`src/rtl/alu32_share_ctrl.sv`:
```
// alu32_share_ctrl: shares a single combinational ALU between two requesters.
// One operation is in flight at a time. Operands are latched on accept, Enable is
// held for ALU_LAT cycles while the datapath settles, and the result is then
// captured and returned tagged with the requester that issued it.
module alu32_share_ctrl #(
  parameter int WIDTH   = 32,
  parameter int OPW     = 3,
  parameter int ALU_LAT = 1
) (
  input  logic             clk,
  input  logic             rst,
  input  logic             req0_valid,
  output logic             req0_ready,
  input  logic [OPW-1:0]   req0_op,
  input  logic [WIDTH-1:0] req0_a,
  input  logic [WIDTH-1:0] req0_b,
  input  logic             req1_valid,
  output logic             req1_ready,
  input  logic [OPW-1:0]   req1_op,
  input  logic [WIDTH-1:0] req1_a,
  input  logic [WIDTH-1:0] req1_b,
  output logic             rsp_valid,
  input  logic             rsp_ready,
  output logic             rsp_id,
  output logic [WIDTH-1:0] rsp_result,
  output logic [WIDTH-1:0] alu_in1,
  output logic [WIDTH-1:0] alu_in2,
  output logic [OPW-1:0]   alu_op,
  output logic             alu_enable,
  input  logic [WIDTH-1:0] alu_out
);

  localparam logic [1:0] S_IDLE = 2'd0;
  localparam logic [1:0] S_BUSY = 2'd1;
  localparam logic [1:0] S_DONE = 2'd2;

  // Settle counter reload value; counts down to zero, capture happens at zero.
  localparam logic [3:0] LAT_M1 = 4'(ALU_LAT - 1);

  logic [1:0]       r_state;
  logic [3:0]       r_cnt;
  logic             r_last_grant;
  logic             r_alu_enable;
  logic             r_rsp_valid;
  logic             r_rsp_id;
  logic [WIDTH-1:0] r_rsp_result;
  logic [WIDTH-1:0] r_alu_in1;
  logic [WIDTH-1:0] r_alu_in2;
  logic [OPW-1:0]   r_alu_op;

  logic w_idle;
  logic w_grant_id;
  logic w_take0;
  logic w_take1;
  logic w_accept;
  logic w_capture;
  logic w_release;

  // Round-robin arbitration on the current-cycle valids; a tie goes to the
  // requester that was not granted last time.
  always_comb begin
    w_idle     = (r_state == S_IDLE);
    w_grant_id = 1'b0;
    if (req0_valid && req1_valid) begin
      w_grant_id = ~r_last_grant;
    end else begin
      w_grant_id = req1_valid;
    end
    w_take0   = w_idle && req0_valid && !w_grant_id;
    w_take1   = w_idle && req1_valid &&  w_grant_id;
    w_accept  = w_take0 || w_take1;
    w_capture = (r_state == S_BUSY) && (r_cnt == 4'd0);
    w_release = (r_state == S_DONE) && rsp_ready;
  end

  // Sequencer: IDLE -> BUSY on accept, BUSY -> DONE after the settle window,
  // DONE -> IDLE once the consumer takes the result.
  always_ff @(posedge clk or posedge rst) begin
    if (rst) begin
      r_state      <= S_IDLE;
      r_cnt        <= '0;
      r_last_grant <= 1'b1;
      r_alu_enable <= 1'b0;
      r_rsp_valid  <= 1'b0;
    end else begin
      case (r_state)
        S_IDLE: begin
          if (w_accept) begin
            r_last_grant <= w_grant_id;
            r_cnt        <= LAT_M1;
            r_alu_enable <= 1'b1;
            r_state      <= S_BUSY;
          end
        end
        S_BUSY: begin
          if (w_capture) begin
            r_alu_enable <= 1'b0;
            r_rsp_valid  <= 1'b1;
            r_state      <= S_DONE;
          end else begin
            r_cnt <= r_cnt - 4'd1;
          end
        end
        S_DONE: begin
          if (w_release) begin
            r_rsp_valid <= 1'b0;
            r_state     <= S_IDLE;
          end
        end
        default: begin
          r_alu_enable <= 1'b0;
          r_rsp_valid  <= 1'b0;
          r_state      <= S_IDLE;
        end
      endcase
    end
  end

  // Operand/opcode latch and response tag; values persist after the operation
  // so the ALU inputs do not toggle between requests.
  always_ff @(posedge clk or posedge rst) begin
    if (rst) begin
      r_alu_in1 <= '0;
      r_alu_in2 <= '0;
      r_alu_op  <= '0;
      r_rsp_id  <= 1'b0;
    end else if (w_accept) begin
      r_alu_in1 <= w_grant_id ? req1_a  : req0_a;
      r_alu_in2 <= w_grant_id ? req1_b  : req0_b;
      r_alu_op  <= w_grant_id ? req1_op : req0_op;
      r_rsp_id  <= w_grant_id;
    end
  end

  // Result capture at the end of the settle window; held through DONE.
  always_ff @(posedge clk or posedge rst) begin
    if (rst) begin
      r_rsp_result <= '0;
    end else if (w_capture) begin
      r_rsp_result <= alu_out;
    end
  end

  assign req0_ready = w_take0;
  assign req1_ready = w_take1;
  assign rsp_valid  = r_rsp_valid;
  assign rsp_id     = r_rsp_id;
  assign rsp_result = r_rsp_result;
  assign alu_in1    = r_alu_in1;
  assign alu_in2    = r_alu_in2;
  assign alu_op     = r_alu_op;
  assign alu_enable = r_alu_enable;

endmodule
```
`config.mk`:
```
export PLATFORM = sky130hd
export DESIGN_NAME = alu32_share_ctrl
export DESIGN_NICKNAME = d
export VERILOG_FILES = /design/src/rtl/alu32_share_ctrl.sv
export SDC_FILE = /design/constraint.sdc
export NUM_CORES = 1
export LEC_CHECK = 0
export CORE_ASPECT_RATIO = 0.7
export CORE_UTILIZATION = 39
export DETAILED_ROUTE_END_ITERATION = 7
export HOLD_SLACK_MARGIN = 0.06
export PLACE_DENSITY = 0.81
export SYNTH_ARGS = -nofsm -noshare
export SYNTH_HDL_FRONTEND = slang
export SYNTH_SLANG_ARGS = --single-unit
```
`constraint.sdc`:
```
create_clock -name clk -period 4.98 [get_ports clk]
set_input_delay 0.996 -clock clk [delete_from_list [all_inputs] [get_ports clk]]
set_output_delay 0.996 -clock clk [all_outputs]
set_load 0.05 [all_outputs]
```
==> metrics.cfg, run 1 <==
[route]
post_drt_wl_per_cell_um = 16.42
wirelength_um = 12710
route.detailed.drc = 0
ant_nets = 0
via_count = 3727
first_pass_iters = 4
avgViaCountPerCell = 4.815
first_iter_violations = 95

[die]
start_util_pct = 40.03
pin_count = 275
coreArea_um2 = 12460
dieHeight_um = 96.64
die_area_um2 = 13260
die_x_um = 137.2
rows = 34

[timing]
timing.final.crit_period_ps = 4087
hold_violations = 0
finalMaxSlewViolations = 0
fin_crit_sh_pct = 82.08
relSlewSlack_pct = 29.09
worst_pin_slew_ps = 1064
finalClockSkew_ps = 11.78
fmax_mhz = 244.7
setup_viol = 0
fin_tns_setup_ps = 0
rsz0062_at_grt = no

[global_route]
grt_max_degree = 87
grt_pass1_wl_um = 20270
grt_usage_pct = 19.82
antenna_found_initial = 0
grt_pass1_vias = 4056
overflow = 0

[flow_run]
drv_cap = 0

[power]
seqPwrFrac_pct = 26.4
switching_share_pct = 45.92
clkPwrFrac_pct = 13.0
p_leak_nw = 3.298
comb_power_share_pct = 60.6
power_switching_mw = 2.766
power.density_nw_per_um2 = 734.7
power_mw = 6.024
p_int_mw = 3.258
ir_drop_uv = 451.6

[cts]
postCtsSetupBuffers = 0
clock_sinks = 109
cts_hold_buf = 0
cts_tree = built
clk_root_buffer_cell = clkbuf_16
clk_pin_slew_ps = 70
clockBufferDepth = 2
clk_latency_ps = 340
cts_max_level = 3
cts-resized-gates = 0
cts_buffers = 9

[yosys]
ys_seq_area_share_pct = 54.69
syn_inst = 336
syn_avg_cell_area_um2 = 14.85
ys_ff_latch = 109
synth.distinct_cells = 29
netlist_area_um2 = 4990
synth_fp_nets = 509
yosysWarningCount = 0

[placed_design]
gp_congestion = 0.7704
dp_hpwl_um = 9611
port_buffers = 274
place_inst = 758

[setup_path]
crit_type = input port to output pin
arrival_ps = 3090
critical_path.max_stage_delay_ps = 810
end_kind = output pin
crit_top_cell = clkdlybuf4s50_1
worstPathRequired_ps = 3980
crit_slowest_cell = clkdlybuf4s50_1
crit_fanout = 18
timing.critical_path.cells = clkdlybuf4s50_1 -> a21boi_4 -> and2_1 -> clkdlybuf4s50_1
setup.worst_path.start_class = input port

[final_layout]
multi_input_area_um2 = 2135
final_common_cell = clkdlybuf4s50_1
fin_util_pct = 65.78
antennaDiodeCount = 0
final_net_count = 780
fillCellCount = 949
final_cell_mix = clkdlybuf4s50_1 (274), mux2_2 (158), dfrtp_1 (108)
drive_gt1_share_pct = 30.07
area_growth_pct = 64.32
regArea_um2 = 2729
fin_cells = 774

[hold_path]
hp-class = flip-flop to flip-flop

[outcome]
status = complete, no violations

power groups by stage:
stage	clock, mW	combinational (mW)	sequential (mW)
after floorplan	0	0.965	3.08
after global placement	0	3.62	1.58
after detailed placement	0	3.68	1.61
after CTS	0.805	3.69	1.60
after global routing	0.840	3.81	1.66
final	0.781	3.65	1.59
metrics by stage:
step	area, um2	setup slack (ps)	hold slack (ps)
after floorplan	4990	1112	511.5
after global placement	7869	946.8	463.0
after detailed placement	7869	874.7	473.8
after CTS	8199	876.2	490.3
after global routing	8199	814.3	506.9
final	8199	892.6	486.3
worst max-delay path: cells and delay by family:
family                 cells  cell delay (ps)
AOI/OAI and AO/OA          1              540
and+or+nand+nor            1              230
buffers and inverters      2             1320
flip-flops by register name, indices dropped and copies added, names as in the netlist, 2 cells and up:
register    cells
r_state         2
alu_in1        32
rsp_result     32
alu_op          3
alu_in2        32
r_cnt           4
kinds of logic after synthesis:
| group | Yosys count | share of synthesized area, % |
|---|---|---|
| multiplexers | 167 | 37.69 |
| flip-flops | 109 | 54.69 |
| buffers and inverters | 23 | 2.783 |
| AND/OR/NAND/NOR | 18 | 2.182 |
| AO/OA/AOI/OAI | 17 | 2.156 |
| adder cells (fa/ha/maj) | 2 | 0.5014 |
worst paths after layout:
| check | startpoint | end | slack, ps | cells past startpoint |
|---|---|---|---|---|
| max in group asynchronous | rst | rsp_result[21]$_DFFE_PP0P_ | 2760 | 3 |
| setup / recovery | req1_valid | req1_ready | 890 | 4 |
| hold reg to reg | rsp_id$_DFFE_PP0P_ | rsp_id$_DFFE_PP0P_ | 490 | 1 |
| hold / removal | rsp_id$_DFFE_PP0P_ | rsp_id$_DFFE_PP0P_ | 490 | 1 |
| setup reg to reg | r_last_grant$_DFFE_PP1P_ | alu_in2[6]$_DFFE_PP0P_ | 2590 | 4 |
| min in group asynchronous | rst | rsp_result[4]$_DFFE_PP0P_ | 1310 | 2 |
synthesized netlist by cell type (all sizes together):
cell	number	area (um2)
or3b	1	8.760
and2b	1	7.510
nor2b	2	12.51
dfstp	1	26.28
nor3b	1	12.51
a21oi	3	15.01
nand3	1	5.000
o211ai	2	15.01
nand2	2	10.01
and2	1	6.260
o22ai	1	6.260
nand2b	2	12.51
mux2	167	1881
o31a	1	8.760
ha	2	25.02
inv	6	22.52
a21boi	1	11.26
a21o	2	15.01
dfrtp	108	2703
nor4	1	6.260
buf	17	116.4
nor2	5	21.27
or2	1	6.260
a31oi	1	6.260
o21ai	6	30.03
routing by layer:
metal	share of wire, %	GRT usage, %
met1	39	22.45
met2	50	35.31
met3	9.1	6.761
met4	1.1	4.903
met5	0	0
layout make-up:
type | count | share of cell area [%]
Timing Repair Buffer | 277 | 33.88
Sequential cell | 109 | 33.28
Clock inverter | 6 | 1.114
Tap cell | 162 | 2.472
Inverter | 6 | 0.3052
Multi-Input combinational cell | 204 | 26.03
Clock buffer | 10 | 2.915
Note: power is estimated with default switching activity, not from simulation.
==> inputs of run 2 (changes only) <==
Clock period 4.98 ns to 4 ns, I/O delays scaled along.
==> metrics.cfg, run 2 (synthesis results as in run 1) <==
[die]
die_area_um2 = 13260
die_x_um = 137.2
start_util_pct = 40.03
dieHeight_um = 96.64
coreArea_um2 = 12460
rows = 34
pin_count = 275

[cts]
cts_max_level = 3
clock_sinks = 109
clockBufferDepth = 2
cts_hold_buf = 0
clk_root_buffer_cell = clkbuf_16
cts_tree = built
clk_pin_slew_ps = 70
postCtsSetupBuffers = 0
clk_latency_ps = 340
cts-resized-gates = 0
cts_buffers = 9

[route]
via_count = 3724
post_drt_wl_per_cell_um = 16.29
wirelength_um = 12660
route.detailed.drc = 0
ant_nets = 0
avgViaCountPerCell = 4.793
first_pass_iters = 4
first_iter_violations = 75

[setup_path]
arrival_ps = 2400
crit_type = input port to output pin
setup.worst_path.start_class = input port
crit_slowest_cell = clkdlybuf4s50_1
rr_endpoint = alu_in2[6]$_DFFE_PP0P_
r2r_setup_slack_ps = 1740
critical_path.max_stage_delay_ps = 830
timing.critical_path.cells = clkdlybuf4s50_1 -> nand2_1 -> nor2_1 -> clkdlybuf4s50_1
worstRegToRegCells = 5
worstPathRequired_ps = 3200
crit_fanout = 4
r2r_start = r_last_grant$_DFFE_PP1P_
crit_top_cell = clkdlybuf4s50_1
end_kind = output pin

[placed_design]
dp_hpwl_um = 9651
gp_congestion = 0.7343
port_buffers = 274

[final_layout]
final_common_cell = clkdlybuf4s50_1
final_cell_mix = clkdlybuf4s50_1 (273), mux2_2 (158), dfrtp_1 (108)
final_net_count = 783
area_growth_pct = 63.52
antennaDiodeCount = 0
fin_util_pct = 65.46
drive_gt1_share_pct = 30.57

[flow_run]
drv_cap = 0

[power]
p_int_mw = 3.924
clkPwrFrac_pct = 11.6
ir_drop_uv = 530.4
power.density_nw_per_um2 = 901.8
switching_share_pct = 46.67
comb_power_share_pct = 61.6
seqPwrFrac_pct = 26.8
p_leak_nw = 3.287
power_switching_mw = 3.434

[timing]
fmax_mhz = 312.4
fin_crit_sh_pct = 80.03
relSlewSlack_pct = 47.99
finalMaxSlewViolations = 0
hold_violations = 0
setup_viol = 0
finalClockSkew_ps = 7.749
rsz0062_at_grt = no
timing.final.crit_period_ps = 3201
worst_pin_slew_ps = 777.4
fin_tns_setup_ps = 0

[global_route]
antenna_found_initial = 0
grt_usage_pct = 19.65
grt_pass1_wl_um = 20080
overflow = 0
grt_pass1_vias = 4032
grt_max_degree = 58

[hold_path]
hp-class = flip-flop to flip-flop
holdPathEnd = alu_in2[6]$_DFFE_PP0P_
worstHoldStart = alu_in2[6]$_DFFE_PP0P_
hold_depth = 1

[outcome]
status = complete, no violations

run 2: cell count changes in the layout (fill, tap and decap cells not counted):
cell	change
inv_6	+1
buf_12	-1
bufinv_16	-2
clkinv_2	+1
buf_4	+5
clkdlybuf4s50_1	-1
clkinv_4	-1
clkinvlp_4	+1
run 2: power by group through the flow:
stage	sequential [mW]	combinational (mW)	clock (mW)
finish	1.97	4.53	0.854
global route	2.06	4.73	0.923
CTS	1.98	4.57	0.880
detailed placement	2.00	4.56	0
global placement	1.97	4.49	0
floorplan	3.84	1.20	0
run 2: how the worst max path moves through the flow:
stage,startpoint,end,slack (ps),depth (start not counted)
4_1_cts,req0_valid,req0_ready,770,4
2_1_floorplan,rst,alu_enable$_DFFE_PP0P_,330,1
3_5_place_dp,req1_valid,alu_in2[6]$_DFFE_PP0P_,770,6
6_report,req0_valid,req0_ready,800,4
3_3_place_gp,req0_valid,req0_ready,800,4
5_1_grt,req0_valid,req0_ready,700,4
run 2: area by class of cell:
cell class / count / area (um2)
inverter: 6 / 25.02
clock buffer: 10 / 239.0
sequential: 109 / 2729
clock inverter: 6 / 43.79
tap: 162 / 202.7
timing repair buffer: 280 / 2785
multi-input combinational: 204 / 2135
fill: 920 / 4305
run 2: metal layers:
metal | global-route usage, % | wire length, um
met4 | 5.156 | 191
met2 | 34.15 | 6349
met5 | 0 | 0
met3 | 6.551 | 1105
met1 | 23.00 | 5011
run 2: through the flow:
stage	hold WS (ps)	cell area [um2]	instances	setup slack [ps]	power [mW]
2_1_floorplan	511.5	4990	336	327.7	5.042
3_5_place_dp	470.9	7876	761	766.4	6.561
4_1_cts	490.6	8159	777	774.7	7.433
5_1_grt	512.3	8159	777	695.4	7.706
6_report	488.5	8159	777	798.8	7.358
3_3_place_gp	464.9	7876	761	798.8	6.457
run 2: worst max-delay path: cells and delay by family:
family	cells	cell delay, ps
buffers and inverters	2	1400
and+or+nand+nor	2	200
==> edit 1, RTL diff (config.mk and constraints of run 2) <==
The parameter `OPW` goes from 3 to 2.
--- a/src/rtl/alu32_share_ctrl.sv
+++ b/src/rtl/alu32_share_ctrl.sv
@@ -4,7 +4,7 @@
 // captured and returned tagged with the requester that issued it.
 module alu32_share_ctrl #(
   parameter int WIDTH   = 32,
-  parameter int OPW     = 3,
+  parameter int OPW     = 2,
   parameter int ALU_LAT = 1
 ) (
   input  logic             clk,
Interface: changed (resized alu_op, req0_op and req1_op); port bits go from 275 to 272. No check against the original RTL was run, so the function may have changed too.
==> edit 1 against run 2 <==
Wire length up 2.7%; critical path type unchanged; critical endpoint unchanged; sequential cell count is 1 lower; setup slack better by 0.0028 ns; total power about the same; synthesized area is 0.80% higher; die area grew 0.79%; cell count is 0.77% lower; cell area barely moved; clock power down 0.5%; largest cell class unchanged; core utilization fell by 0.23 points.
==> edit 1: results (changes against run 2) <==
Outcome: complete, no violations (unchanged)
Cell Pwr Density: 901 mW/mm^2 (was 902 mW/mm^2)
Dpl cell area: 0.00787 mm^2 (was 0.00788 mm^2)
DRT iter0 DRCs: 99 (was 75)
Syn nets: 504 (was 509)
Worst reg-to-reg setup slack: 1.70 ns (was 1.74 ns)
Avg Vias per Cell: 4.84 (was 4.79)
Final Hold Fails: 0 (unchanged)
Compound-gate portion of the synthesized area: 0.0221 (was 0.0216)
First-pass detailed-route iteration total: 4 (unchanged)
Worst vdd ir: 500 uV (was 530 uV)
First-pass GRT wire length: 20.2 mm (was 20.1 mm)
# nets final: 775 (was 783)
Largest net degree at the start of global routing: 58 (unchanged)
Crit Path Max Fanout: 4 (unchanged)
Gpl congestion: 0.773 (was 0.734)
Worst Path Arrival: 2.40 ns (about the same)
Non-Filler Instances: 771 (was 777)
Final Skew: 0.00757 ns (was 0.00775 ns)
# placed instances: 755 (was 761)
Post-synthesis adder-cell area fraction: 0.00498 (was 0.00502)
Worst setup margin: 0.802 ns (was 0.799 ns)
Worst-path clk slew: 0.07 ns (about the same)
Fraction of layout cells with a size suffix above 1: 0.305 (was 0.306)
Met2 Usage GRT: 0.356 (was 0.341)
Cell variety after synth: 32 (was 29)
WL per Instance: 16.9 um (was 16.3 um)
CTS Root Cell: clkbuf_16 (unchanged)
Antenna diodes: 0 (unchanged)
Met3 wire length: 1.09 mm (was 1.11 mm)
CTS Buf Count: 9 (unchanged)
Post-CTS resize count: 0 (unchanged)
Synth area leaders: dfrtp_1, mux2_2, mux2_4 (was dfrtp_1, mux2_2, mux2_1)
Max transition margin: 0.476 (was 0.480)
Post-synthesis cell count: 333 (was 336)
DR top layer: met4 (unchanged)
Hold WC Path Type: reg -> reg (unchanged)
GRT met3 Usage: 0.0597 (was 0.0655)
Met2 wire len: 6.60 mm (was 6.35 mm)
Main synth FF type: dfrtp_1 (unchanged)
DP HPWL: 9.92 mm (was 9.65 mm)
Vias in the first global route: 3937 (was 4032)
Hold Worst Slack: 0.479 ns (was 0.488 ns)
Mux share of post-synthesis cell area: 0.381 (was 0.377)
Commonest cells post-synth: mux2_2, dfrtp_1, mux2_4 (was mux2_2, dfrtp_1, buf_2)
Met1 GRT Util: 0.222 (was 0.230)
Layout fillers: 956 (was 920)
Leakage power: 0.00333 uW (was 0.00329 uW)
Port-buffer cells: 271 (was 274)
Pre-CTS WS: 0.700 ns (was 0.766 ns)
Clk_lat worst skew: 0.34 ns (about the same)
Total GRT Usage: 0.197 (was 0.196)
Sequential area share after synthesis: 0.538 (was 0.547)
M1 WL: 5.12 mm (was 5.01 mm)
-- edit 1: critical path, cell delays in order --
cell and delay, ns:
clkdlybuf4s50_1 0.57, nand2_1 0.10, nor2_1 0.09, clkdlybuf4s50_1 0.83
-- edit 1: final cells by class --
class                           count  area share
Clock buffer                       10      0.0293
Multi-Input combinational cell    202       0.268
Inverter                            6     0.00307
Timing Repair Buffer              277       0.338
Tap cell                          162      0.0248
Sequential cell                   108       0.331
Clock inverter                      6     0.00552
-- edit 1: report_power, final --
part / leakage, uW / switching (uW) / internal (uW)
Sequential: 0.00127 / 307 / 1660
Combinational: 0.00192 / 2710 / 1820
Clock: 0.000144 / 405 / 446
-- edit 1: path summary, 6_finish.rpt --
check	startpoint	end	cells after the start
min in group asynchronous	rst	alu_in1[5]	2
min reg2reg	alu_enable	alu_enable	1
min	alu_enable	alu_enable	1
max in group asynchronous	rst	alu_in1[13]	3
max reg2reg	r_last_grant	alu_in1[19]	5
max	req0_valid	req0_ready	4
==> edit 2, RTL diff (settings of run 2) <==
Without the edit above. Make the reset (`rst`) synchronous in 3 clocked blocks.
--- a/src/rtl/alu32_share_ctrl.sv
+++ b/src/rtl/alu32_share_ctrl.sv
@@ -75,7 +75,7 @@
 
   // Sequencer: IDLE -> BUSY on accept, BUSY -> DONE after the settle window,
   // DONE -> IDLE once the consumer takes the result.
-  always_ff @(posedge clk or posedge rst) begin
+  always_ff @(posedge clk) begin
     if (rst) begin
       r_state      <= S_IDLE;
       r_cnt        <= '0;
@@ -118,7 +118,7 @@
 
   // Operand/opcode latch and response tag; values persist after the operation
   // so the ALU inputs do not toggle between requests.
-  always_ff @(posedge clk or posedge rst) begin
+  always_ff @(posedge clk) begin
     if (rst) begin
       r_alu_in1 <= '0;
       r_alu_in2 <= '0;
@@ -133,7 +133,7 @@
   end
 
   // Result capture at the end of the settle window; held through DONE.
-  always_ff @(posedge clk or posedge rst) begin
+  always_ff @(posedge clk) begin
     if (rst) begin
       r_rsp_result <= '0;
     end else if (w_capture) begin
Function: differs if rst is asserted again (counterexample within 4 cycles, from zero or initial values and one cycle with rst high); with rst held inactive, the same outputs for 10 cycles.
==> edit 2 against run 2 <==
Via count rose by 44%; first-iteration DRC count rose to 3.8 times the old value; global-route usage rose by 5.6 points; critical path type unchanged; wire length rose by 28%; synthesized area fell by 5.7%; setup slack got worse by 0.41 ns; cell area fell by 5.9%; sequential cell count did not move; die area fell by 5.6%.
Power is not compared: it rests on default switching activity, and its combinational part moved more than twofold at a synthesized area within 25%.
==> edit 2: results (changes against run 2) <==
Compound-gate portion of the synthesized area: 0.290 (was 0.0216)
Worst reg-to-reg setup slack: 1.80 ns (was 1.74 ns)
Main synth FF type: dfxtp_1 (was dfrtp_1)
Sequential area share after synthesis: 0.464 (was 0.547)
Wirelength, routed: 16.2 mm (was 12.7 mm)
ClkCell Share: 0.0342 (was 0.0347)
DRT iter0 DRCs: 287 (was 75)
Seq_cells: 109 (unchanged)
Met2 Usage GRT: 0.430 (was 0.341)
CP peak stage delay: 0.80 ns (was 0.83 ns)
Post-synthesis adder-cell area fraction: 0.00532 (was 0.00502)
Cell variety after synth: 30 (was 29)
Met3 wire length: 1.29 mm (was 1.11 mm)
Outcome: complete, no violations (unchanged)
Crit Path Max Fanout: 5 (was 4)
First-pass GRT wire length: 25.6 mm (was 20.1 mm)
Total GRT Usage: 0.253 (was 0.196)
Multi-input logic area: 0.00222 mm^2 (was 0.00213 mm^2)
Synth area leaders: dfxtp_1, a311oi_1, a21oi_1 (was dfrtp_1, mux2_2, mux2_1)
Async SR Flop Fraction: 0 (was 1.00)
Met2 wire len: 7.81 mm (was 6.35 mm)
Non-clk bufs: 283 (was 280)
# nets final: 988 (was 783)
Register area: 0.00218 mm^2 (was 0.00273 mm^2)
Worst Path Arrival: 2.81 ns (was 2.40 ns)
Gpl congestion: 0.897 (was 0.734)
edit 2: cell count changes in the layout (fill, tap and decap cells not counted), moves of 4 or more:
| cell | run 2 | this run |
|---|---|---|
| nand2_1 | 1 | 139 |
| mux2_2 | 158 | 0 |
| mux2_1 | 9 | 0 |
| a21oi_1 | 3 | 106 |
| dfrtp_1 | 108 | 0 |
| buf_4 | 7 | 11 |
| nand3_1 | 1 | 33 |
| dfxtp_1 | 0 | 109 |
| o21ai_0 | 6 | 33 |
| a311oi_1 | 0 | 67 |
edit 2: worst max-delay path: cells and delay by family:
kind / cells / cell delay [ns]
simple gates: 2 / 0.61
buf+inv: 2 / 1.39
edit 2: cell families (layout without fill, tap and decap cells):
logic type      after synthesis  after routing
compound gates              215            215
fa+ha+maj                     2              2
buf+inv                      68            299
flops                       109            109
simple gates                192            192
edit 2: stage by stage:
step / cell area [um^2] / hold slack (ns) / total power, uW / utilization / cells
2_1_floorplan: 4700 / 0.462 / 2020 / - / 586
3_3_place_gp: 7420 / 0.445 / 2480 / 0.632 / 961
3_5_place_dp: 7420 / 0.456 / 2500 / 0.632 / 961
4_1_cts: 7680 / 0.465 / 3320 / 0.655 / 974
5_1_grt: 7680 / 0.489 / 3440 / 0.655 / 974
6_report: 7680 / 0.466 / 3300 / 0.655 / 974
edit 2: report_power, final:
group	internal (uW)	total (uW)	switching (uW)
clock network	432	815	383
registers	1210	1270	67.8
logic	462	1210	748
total	2100	3300	1200
edit 2: path summary, 6_finish.rpt:
check                                   to  startpoint  depth (start not counted)
worst max register to register    r_cnt[3]  r_state[0]                          3
worst min register to register   rsp_valid   rsp_valid                          2
worst max-delay path            req0_ready  req0_valid                          4
worst min-delay path             rsp_valid   rsp_valid                          2
